===== src/rtl/l2_read_responder.sv =====
// L2-side read responder: queues L1 line-miss addresses, waits a fixed latency, then
// streams each line from a synchronous RAM as a burst of bus-width beats, critical beat first.
module l2_read_responder #(
  parameter int B           = 9,
  parameter int W           = 7,
  parameter int L2_DELAY_RD = 7,
  parameter int RAM_AW      = 14,
  parameter int Q           = 2
) (
  input  logic                  CLK,
  input  logic                  RST,
  input  logic [29:0]           ADDR_IN,
  input  logic                  ADDR_IN_VALID,
  output logic                  ADDR_IN_READY,
  output logic [2**W-1:0]       DATA_OUT,
  output logic                  DATA_OUT_VALID,
  input  logic                  DATA_OUT_READY,
  output logic                  MEM_RD_EN,
  output logic [RAM_AW-W+4:0]   MEM_RD_ADDR,
  input  logic [2**W-1:0]       MEM_RD_DATA
);

  localparam int IW        = B - W;
  localparam int BURST_LEN = 2 ** IW;
  localparam int HW        = RAM_AW - W + 5;
  localparam int DEPTH     = 2 ** Q;
  localparam int WAIT_LOAD = L2_DELAY_RD - 3;
  localparam int CW        = $clog2(L2_DELAY_RD);

  typedef enum logic [1:0] {
    S_IDLE,
    S_WAIT,
    S_BURST
  } state_t;

  state_t          state;
  logic [CW-1:0]   cnt;
  logic [IW-1:0]   beat_idx;
  logic [IW-1:0]   beats;
  logic            dvalid;
  logic            ready_en;

  logic [HW-1:0]   fifo [DEPTH];
  logic [Q-1:0]    wr_ptr;
  logic [Q-1:0]    rd_ptr;
  logic [Q:0]      count;

  logic            full;
  logic            push;
  logic            pop;
  logic            last_issue;
  logic [HW-1:0]   head;
  logic            unused_addr_bits;

  // Only the bus-word address within the RAM is kept; higher bits alias.
  assign unused_addr_bits = ^{ADDR_IN[29:RAM_AW], ADDR_IN[W-6:0]};

  assign full          = (count == (Q+1)'(DEPTH));
  assign ADDR_IN_READY = ready_en & ~full & DATA_OUT_READY & ~RST;
  assign push          = ADDR_IN_VALID & ADDR_IN_READY;
  assign head          = fifo[rd_ptr];
  assign last_issue    = (state == S_BURST) && (beats == IW'(BURST_LEN - 1));
  assign MEM_RD_EN     = (state == S_BURST) & DATA_OUT_READY & ~RST;
  assign pop           = MEM_RD_EN & last_issue;
  assign MEM_RD_ADDR   = {head[HW-1:IW], beat_idx};
  assign DATA_OUT       = MEM_RD_DATA;
  assign DATA_OUT_VALID = dvalid;

  always_ff @(posedge CLK) begin
    if (push) fifo[wr_ptr] <= ADDR_IN[RAM_AW-1:W-5];
  end

  // ready_en keeps READY low until the first edge sampled with reset released.
  always_ff @(posedge CLK) begin
    if (RST) begin
      wr_ptr   <= '0;
      rd_ptr   <= '0;
      count    <= '0;
      ready_en <= 1'b0;
    end else begin
      ready_en <= 1'b1;
      if (push) wr_ptr <= wr_ptr + 1'b1;
      if (pop)  rd_ptr <= rd_ptr + 1'b1;
      if (push && !pop)      count <= count + 1'b1;
      else if (!push && pop) count <= count - 1'b1;
    end
  end

  always_ff @(posedge CLK) begin
    if (RST) begin
      state    <= S_IDLE;
      cnt      <= '0;
      beat_idx <= '0;
      beats    <= '0;
      dvalid   <= 1'b0;
    end else if (DATA_OUT_READY) begin
      dvalid <= MEM_RD_EN;
      case (state)
        S_IDLE: begin
          if (count != '0) begin
            if (WAIT_LOAD == 0) begin
              state    <= S_BURST;
              beat_idx <= head[IW-1:0];
              beats    <= '0;
            end else begin
              state <= S_WAIT;
              cnt   <= CW'(WAIT_LOAD);
            end
          end
        end
        S_WAIT: begin
          cnt <= cnt - 1'b1;
          if (cnt == CW'(1)) begin
            state    <= S_BURST;
            beat_idx <= head[IW-1:0];
            beats    <= '0;
          end
        end
        S_BURST: begin
          beat_idx <= beat_idx + 1'b1;
          beats    <= beats + 1'b1;
          if (last_issue) state <= S_IDLE;
        end
        default: state <= S_IDLE;
      endcase
    end
  end

endmodule


===== config.mk =====
export PLATFORM = sky130hd
export DESIGN_NAME = l2_read_responder
export DESIGN_NICKNAME = d
export VERILOG_FILES = /design/src/rtl/l2_read_responder.sv
export SDC_FILE = /design/constraint.sdc
export NUM_CORES = 1
export LEC_CHECK = 0
export ABC_CLOCK_PERIOD_IN_PS = 5500
export CAP_MARGIN = 10
export CORE_AREA = 2 2 118 120
export CTS_BUF_LIST = sky130_fd_sc_hd__clkbuf_8
export CTS_CLUSTER_DIAMETER = 120
export DETAILED_ROUTE_END_ITERATION = 8
export DIE_AREA = 0 0 120 122
export PLACE_DENSITY = 0.71
export RECOVER_POWER = 50
export SYNTH_ARGS = -nofsm -noshare
export SYNTH_HDL_FRONTEND = slang
export SYNTH_SLANG_ARGS = --single-unit

===== constraint.sdc =====
create_clock -name CLK -period 5.5 [get_ports CLK]
set_clock_uncertainty 0.15 [all_clocks]
set_input_delay 0.55 -clock CLK [delete_from_list [all_inputs] [get_ports CLK]]
set_output_delay 0.55 -clock CLK [all_outputs]
set_load 0.01 [all_outputs]

* Word-level counts from Yosys, hierarchy flattened
Memory sizes are Yosys's and may differ from the RTL's. A register that Yosys moved wholly into a read port is not among the register bits.
Index checks and enable logic that the tools add are counted.
** Word-level totals
- Bits in registers :: 18
- Bits in writable memories :: 48
- Output and inout port bits :: 143
- Logic and storage cells :: 64
- Memories :: 1
** Memories
- fifo :: depth 4, width 12, rd ports 1, clocked after memory_dff 1, wr ports 1, RTL line 43 : logic [HW-1:0] fifo [DEPTH];
** Cells by class
- Add/sub/neg operators :: 7
- Eq/ne operators :: 8
- Mux-type cells :: 17
- Bitwise logic cells :: 9
- Reduce and logical (&&, ||, !) cells :: 13
** Operators with widths (count)
- $mux 2 :: 7
- $mux 3 :: 3
- $add 2x1->2 const B :: 4
- $pmux 2 s2 :: 2
- $and 1x1->1 :: 7
- $ne 2x2->1 const B :: 3
- $pmux 2 s3 :: 1
- $pmux 3 s2 :: 1
- $reduce_and 3->1 :: 2
- $reduce_bool 2->1 :: 3
- $sub 3x1->3 const B :: 2
- $eq 2x2->1 const B :: 2
- $reduce_and 4->1 :: 1
- $add 3x1->3 const B :: 1
- $eq 3x1->1 const B :: 1
- $eq 3x3->1 const B :: 1
- $logic_and 1x1->1 :: 3
- $mux 1 :: 3
- $reduce_bool 3->1 :: 1
- $eq 2x1->1 const B :: 1
- $logic_not 1->1 :: 2
- $logic_not 2->1 :: 1
- $not 1->1 :: 2

* Longest topological paths before layout
Gate-level depths: netlist of run 1.
- Word-level depth :: 10
- Mapped depth :: 9

* Worst setup path after synthesis of run 1
Ideal clock, no wire load.
- Path type :: in2reg
- Start point :: in RST
- End point :: reg count[2]
- Library setup time :: 0.070 ns
- Arrival time :: 2.316 ns
- Slack :: 2.963 ns
- Stages on the path :: 8
- Path buffers :: 0
- Cell sequence :: nand3b_2 > a211oi_4 > ha_1 > inv_1 > fa_1 > xor2_1 > or3_1 > a21oi_1
** Between the ends
- Word-level cells in the longest chain between the ends :: 6
- Elaborated cells between the ends (all ways) :: 11
** Ends and longest elaborated chain
- start, declared :: RTL line 11 : input logic RST,
- $not 1->1 * :: RTL line 59 : assign ADDR_IN_READY = ready_en & ~full & DATA_OUT_READY & ~RST;
- $and 1x1->1 * :: RTL line 59
- $and 1x1->1 * :: RTL line 60 : assign push = ADDR_IN_VALID & ADDR_IN_READY;
- net push :: RTL line 49 : logic push;
- $logic_not 1->1 :: RTL line 85 : else if (!push && pop) count <= count - 1'b1;
- $logic_and 1x1->1 :: RTL line 85
- $reduce_bool 2->1 (no line)
- end signal, assigned :: RTL line 84 : if (push && !pop) count <= count + 1'b1;
- end signal, assigned :: RTL line 85
- end, declared :: RTL line 46 : logic [Q:0] count;
The timed path passes the listed nets; every way through them passes the cells marked *.
A chain may end at the register's enable or synchronous reset.

* Final worst setup path of run 1
- Start point :: in DATA_OUT_READY
- End point :: reg count[2]
** Between the ends
- Word-level cells in the longest chain between the ends :: 6
- Elaborated cells between the ends (all ways) :: 12
** Ends and longest elaborated chain
- start, declared :: RTL line 17 : input logic DATA_OUT_READY,
- $and 1x1->1 * (2 in series) :: RTL line 59
- $and 1x1->1 * :: RTL line 60
- net push :: RTL line 49
- $logic_not 1->1 :: RTL line 85
- $logic_and 1x1->1 :: RTL line 85
- $reduce_bool 2->1 (no line)
Marks and branches as above.

==> results.sh, run 1 <==
export IMPL_drt_first_iter_violations=53
export IMPL_finalCriticalPeriod_ns=3.11
export IMPL_clock_path_buffers=2
export IMPL_synthAdderAreaFrac_pct=3.23
export IMPL_worstSkewPairLatency_ns=0.35
export IMPL_critPathArrivalTime_ns=3.23
export IMPL_layout_drive_gt1_share_pct=13.2
export IMPL_critPathTopFamily="buffers and inverters"
export IMPL_cts_buffers=9
export IMPL_path_max_fanout=16
export IMPL_rows=43
export IMPL_seq_area_um2=1840
export IMPL_port_buffers=30
export IMPL_antenna_found_initial=0
export IMPL_max_freq_mhz=322
export IMPL_clkTransAtPathRegs_ns=0.08
export IMPL_wirelength_um=9020
export IMPL_die_x_um=120
export IMPL_grt_max_degree=21
export IMPL_cellPowerDensity_nw_per_um2=279
export IMPL_fin_ws_ns=2.39
export IMPL_cts_root_buf="clkbuf_8"
export IMPL_place_ws_ns=2.05
export IMPL_via_count=1736
export IMPL_gr_total_overflow=0
export IMPL_syn_instance_count=307
export IMPL_grt_pass1_wl_um=12200
export IMPL_hold_path_class="register to register"
export IMPL_rsz0062_at_grt="false"
export IMPL_routabilityCongestion=0.666
export IMPL_postCtsHoldBufs=0
export IMPL_synth_ff_type="edfxtp_1"
export IMPL_synth_seq_cells=68
export IMPL_hpwl_um=7170
export IMPL_critPathLaunchType="input pin"
export IMPL_syn_area_um2=3720
export IMPL_ys_types=41
export IMPL_area_growth_synth_to_final_pct=-7.83
export IMPL_antenna_left=0
export IMPL_worst_pin_slew_ns=0.788
export IMPL_final_common_cell="edfxtp_1"
export IMPL_drc=0
export IMPL_met2_length_um=4200
export IMPL_slew_headroom_pct=47.4
export IMPL_seq_area_frac_synth_pct=49.5
export IMPL_multi_input_area_um2=845
export IMPL_critPathBufInv=2
export IMPL_crit_chain="clkdlybuf4s50_1 -> nand3b_2 -> a211oi_4 -> ha_1 -> inv_1 -> fa_1 -> xor2_1 -> or3_1 -> a21oi_1"
export IMPL_finalSetupViolations=0
export IMPL_drv_cap=0
export IMPL_period_share_pct=56.5
export IMPL_fin_hold_ws_ns=0.323
export IMPL_fin_setup_tns_ns=0
export IMPL_synth_top_family_by_area="buffers and inverters"
export IMPL_diodes=0
export IMPL_r2r_setup_slack_ns=3.05
export IMPL_viasPerCell=4.34
export IMPL_wl_met3_um=1820
export IMPL_drt_met1_wl_um=2580
export IMPL_wl_per_cell_um=22.6
export IMPL_layout_common_cells="48 x edfxtp_1, 20 x dfxtp_1, 18 x clkdlybuf4s50_1, 15 x nor2_1"
export IMPL_async_flop_share_pct=0
export IMPL_ys_warn_count=0
export IMPL_cts_sinks=68
export IMPL_synth_nets=478
export IMPL_slew_viol_final=0
export IMPL_synth_xor_xnor_area_share_pct=1.18
export IMPL_peakVddDrop_uv=136
export IMPL_num_nets_final=386
export IMPL_post_cts_setup_buffers=0
export IMPL_finalHoldViolations=0
export IMPL_top_layer="met4"
export IMPL_grt_pass1_vias=1782
export IMPL_die_area_um2=14600
export IMPL_slowest_delay_ns=0.81
export IMPL_cts_tree="built"
export IMPL_synth_edf_count=48
export IMPL_drtPass1Iterations=4
export IMPL_power_leakage_nw=1.10
export IMPL_cts_max_level=3
export IMPL_crit_required_ns=5.63
export IMPL_start_util_pct=27.6
export IMPL_end_kind="register"
export IMPL_synthMuxAreaShare_pct=8.20
export IMPL_status="finished, final reports clean"
export IMPL_core_area_um2=13500
export IMPL_die_h_um=122
export IMPL_yosys_area_share_simple_pct=5.82
export IMPL_grt_usage_pct=12.1
export IMPL_synth_compound_area_share_pct=4.27
export IMPL_path_class="input pin to register"
export IMPL_fill_cells=1390
export IMPL_ctsResizeCount=0
export IMPL_io_pins=305
export IMPL_syn_area_per_cell_um2=12.1
export IMPL_crit_path_top_delay_cell="clkdlybuf4s50_1"
[cell type report]
class | instances | area share, %
repair buffers | 31 | 8.97
well taps | 180 | 6.56
clock buffers | 9 | 3.61
clock inverters | 7 | 1.24
flip-flops and latches | 68 | 53.7
multi-input cells | 93 | 24.6
inverters | 12 | 1.31
[path summary, 6_finish.rpt]
check,from,endpoint,cells after the start
setup / recovery,DATA_OUT_READY,count[2],9
hold / removal,DATA_OUT_VALID,DATA_OUT_VALID,2
setup reg to reg,count[0],count[2],8
hold reg to reg,DATA_OUT_VALID,DATA_OUT_VALID,2
[tightest hold or removal path: cells and delay by family, from the launching register on]
kind	cells	cell delay, ns
AND/OR/NAND/NOR	1	0.06
AO/OA/AOI/OAI	1	0.06
flip-flops	1	0.31
[cell usage after synthesis, types with 2 or more instances]
cell	instances	area, µm²
a22oi_1	3	22.5
nor2b_1	2	12.5
o21ai_1	2	10.0
clkbuf_1	2	7.51
inv_1	12	45.0
mux2i_1	5	50.1
o21ai_0	3	15.0
nand2b_1	2	12.5
xor2_1	4	35.0
buf_2	3	15.0
nand4_1	2	12.5
and2_1	5	31.3
nand2_1	4	15.0
mux4_2	9	203
mux4_1	2	52.6
or3_1	2	12.5
nor2_1	15	56.3
ha_1	8	100
edfxtp_1	48	1440
dfxtp_1	20	400
a21oi_1	7	35.0
buf_4	128	961
[registers in the layout (all words and copies together) (netlist names), named ones only]
signal and count:
DATA_OUT_VALID 1, beat_idx 2, beats 2, cnt 3, count 3, fifo 48
rd_ptr 2, ready_en 1, state 2, wr_ptr 2
[per-stage QoR]
| step | cell area (µm²) | power [W] | std cells | utilization [%] |
|---|---|---|---|---|
| 2_1_floorplan | 3720 | 0.000687 | 307 | - |
| 3_3_place_gp | 3260 | 0.000613 | 384 | 24.2 |
| 3_5_place_dp | 3260 | 0.000616 | 384 | 24.2 |
| 4_1_cts | 3430 | 0.000966 | 400 | 25.4 |
| 5_1_grt | 3430 | 0.000992 | 400 | 25.4 |
| 6_report | 3430 | 0.000956 | 400 | 25.4 |
[routing by layer]
layer | up-vias | track usage, %
li1 | 739 | -
met1 | 801 | 9.49
met2 | 149 | 18.3
met3 | 47 | 12.3
met4 | 0 | 7.72
met5 | - | 0
[logic make-up (layout without fill, tap and decap cells)]
| kind of cell | Yosys count | after routing |
|---|---|---|
| flip-flops | 68 | 68 |
| adder cells (fa/ha/maj) | 9 | 9 |
| multiplexers | 16 | 16 |
| buffers and inverters | 146 | 59 |
| XOR/XNOR | 5 | 5 |
| AO/OA/AOI/OAI | 23 | 23 |
| AND/OR/NAND/NOR | 40 | 40 |
[power breakdown]
part | switching [W] | internal [W] | total, W
combinational | 0.0000217 | 0.0000220 | 0.0000437
clock | 0.000193 | 0.000161 | 0.000354
sequential | 0.00000503 | 0.000553 | 0.000558
total | 0.000220 | 0.000736 | 0.000956
Note: power is estimated with default switching activity, not from simulation.
==> run 2, diff against run 1 <==
--- a/config.mk
+++ b/config.mk
@@ -5,14 +5,14 @@
 export SDC_FILE = /design/constraint.sdc
 export NUM_CORES = 1
 export LEC_CHECK = 0
-export ABC_CLOCK_PERIOD_IN_PS = 5500
+export ABC_CLOCK_PERIOD_IN_PS = 2700
 export CAP_MARGIN = 10
 export CORE_AREA = 2 2 118 120
 export CTS_BUF_LIST = sky130_fd_sc_hd__clkbuf_8
 export CTS_CLUSTER_DIAMETER = 120
 export DETAILED_ROUTE_END_ITERATION = 8
 export DIE_AREA = 0 0 120 122
-export PLACE_DENSITY = 0.71
+export PLACE_DENSITY = 0.73
 export RECOVER_POWER = 50
 export SYNTH_ARGS = -nofsm -noshare
 export SYNTH_HDL_FRONTEND = slang
==> constraint.sdc (replaced) <==
create_clock -name CLK -period 2.7 [get_ports CLK]
set_clock_uncertainty 0.15 [all_clocks]
set_input_delay 0.27 -clock CLK [delete_from_list [all_inputs] [get_ports CLK]]
set_output_delay 0.27 -clock CLK [all_outputs]
set_load 0.01 [all_outputs]
==> run 2 against run 1 <==
Against the previous run: routed wire length increased by 0.80%; via count increased by 2.5%; power increased by 140%; sequential share of layout area decreased by 2.8 points; worst setup slack got worse by 2.2 ns; critical path depth decreased by 6; clock-buffer cell count unchanged; critical path type is now register to primary output.
==> results.sh, run 2 (same netlist as run 1, synthesis figures left out) <==
export IMPL_start_util_pct=27.6
export IMPL_power_leakage_nw=1.20
export IMPL_cts_tree="built"
export IMPL_fin_setup_tns_ns=0
export IMPL_post_place_cells=395
export IMPL_crit_required_ns=2.28
export IMPL_critPathArrivalTime_ns=2.06
export IMPL_clock_path_buffers=2
export IMPL_wl_per_cell_um=22.2
export IMPL_cts_sinks=68
export IMPL_max_freq_mhz=404
export IMPL_layout_common_cells="48 x edfxtp_1, 29 x clkdlybuf4s50_1, 20 x dfxtp_1, 15 x nor2_1, 12 x inv_1"
export IMPL_hold_path_class="register to register"
export IMPL_final_common_cell="edfxtp_1"
export IMPL_ctsResizeCount=0
export IMPL_cts_root_buf="clkbuf_8"
export IMPL_antenna_left=0
export IMPL_largest_register_ffs=48
export IMPL_via_count=1779
export IMPL_drt_first_iter_violations=80
export IMPL_antenna_found_initial=0
export IMPL_drv_cap=0
export IMPL_gr_total_overflow=0
export IMPL_finalCriticalPeriod_ns=2.48
export IMPL_die_h_um=122
export IMPL_path_class="register to primary output"
export IMPL_die_x_um=120
export IMPL_wirelength_um=9100
export IMPL_drtPass1Iterations=4
export IMPL_grt_max_degree=20
export IMPL_rows=43
export IMPL_io_pins=305
export IMPL_finalHoldViolations=0
export IMPL_slew_headroom_pct=70.6
export IMPL_drc=0
export IMPL_grt_pass1_vias=1863
export IMPL_finalSetupViolations=0
export IMPL_diodes=0
export IMPL_routabilityCongestion=0.722
export IMPL_num_nets_final=397
export IMPL_port_buffers=30
export IMPL_grt_pass1_wl_um=12500
export IMPL_postCtsHoldBufs=0
export IMPL_hpwl_um=7370
export IMPL_viasPerCell=4.34
export IMPL_cellPowerDensity_nw_per_um2=642
export IMPL_fin_area_um2=3620
export IMPL_multi_input_area_um2=845
export IMPL_seq_area_um2=1840
export IMPL_fill_cells=1369
export IMPL_end_kind="primary output"
export IMPL_fin_cells=410
export IMPL_core_area_um2=13500
export IMPL_post_cts_setup_buffers=0
export IMPL_cts_max_level=3
export IMPL_regMostFlops="fifo"
export IMPL_place_area_um2=3360
export IMPL_rsz0062_at_grt="false"
export IMPL_grt_usage_pct=12.2
export IMPL_layout_drive_gt1_share_pct=17.4
export IMPL_area_growth_synth_to_final_pct=-2.76
export IMPL_path_max_fanout=13
export IMPL_slew_viol_final=0
export IMPL_cts_buffers=9
export IMPL_peakVddDrop_uv=261
export IMPL_critPathLaunchType="register"
export IMPL_worst_pin_slew_ns=0.439
export IMPL_worstSkewPairLatency_ns=0.34
export IMPL_die_area_um2=14600
export IMPL_status="finished, final reports clean"
export IMPL_period_share_pct=91.7
export IMPL_clkTransAtPathRegs_ns=0.07
export IMPL_top_regs="fifo x48, cnt x3, count x3"
run 2: cell count changes in the layout (fill, tap and decap cells not counted):
cell,delta
bufinv_16,+4
buf_12,+1
clkinvlp_4,-1
dlygate4sd3_1,-11
clkdlybuf4s50_1,+11
clkinv_2,-3
buf_4,+10
clkinv_1,-1
run 2: cell type report:
type / count / share of cell area, %
inverter: 12 / 1.24
tap: 180 / 6.22
timing repair buffer: 42 / 11.1
clock buffer: 9 / 3.42
clock inverter: 6 / 3.77
sequential: 68 / 50.9
multi-input combinational: 93 / 23.3
run 2: worst paths after layout:
kind,slack (ns),startpoint,cells after the start,endpoint
worst max-delay path,0.22,register,3,MEM_RD_ADDR[8]
worst min register to register,0.32,DATA_OUT_VALID,2,DATA_OUT_VALID
worst max register to register,0.40,count[0],8,count[2]
worst min-delay path,0.32,DATA_OUT_VALID,2,DATA_OUT_VALID
run 2: metrics by stage:
| stage | setup WS (ns) | utilization (%) | total power, W | hold slack (ns) |
|---|---|---|---|---|
| after floorplan | 0.437 | - | 0.00140 | 0.219 |
| after global placement | 0.0586 | 24.9 | 0.00125 | 0.307 |
| after detailed placement | -0.0145 | 24.9 | 0.00126 | 0.314 |
| after CTS | 0.182 | 26.8 | 0.00235 | 0.327 |
| after global routing | 0.107 | 26.8 | 0.00241 | 0.366 |
| final | 0.225 | 26.8 | 0.00232 | 0.324 |
run 2: critical path: stages (launching register included):
cell	delay (ns)
dfxtp_1	0.32
buf_4	0.26
mux4_1	0.63
clkdlybuf4s50_1	0.51
run 2: power breakdown:
part | total, W | switching [W] | internal (W) | leakage [nW]
Sequential | 0.00114 | 0.0000106 | 0.00113 | 0.594
Clock | 0.00109 | 0.000382 | 0.000705 | 0.126
Combinational | 0.0000987 | 0.0000462 | 0.0000525 | 0.482
run 2: metal layers:
layer	vias up	GRT usage [%]	routed length (µm)
li1	756	-	-
met1	833	8.77	2280
met2	162	19.4	4350
met3	26	14.3	2200
met4	2	5.07	220
met5	-	2.08	46
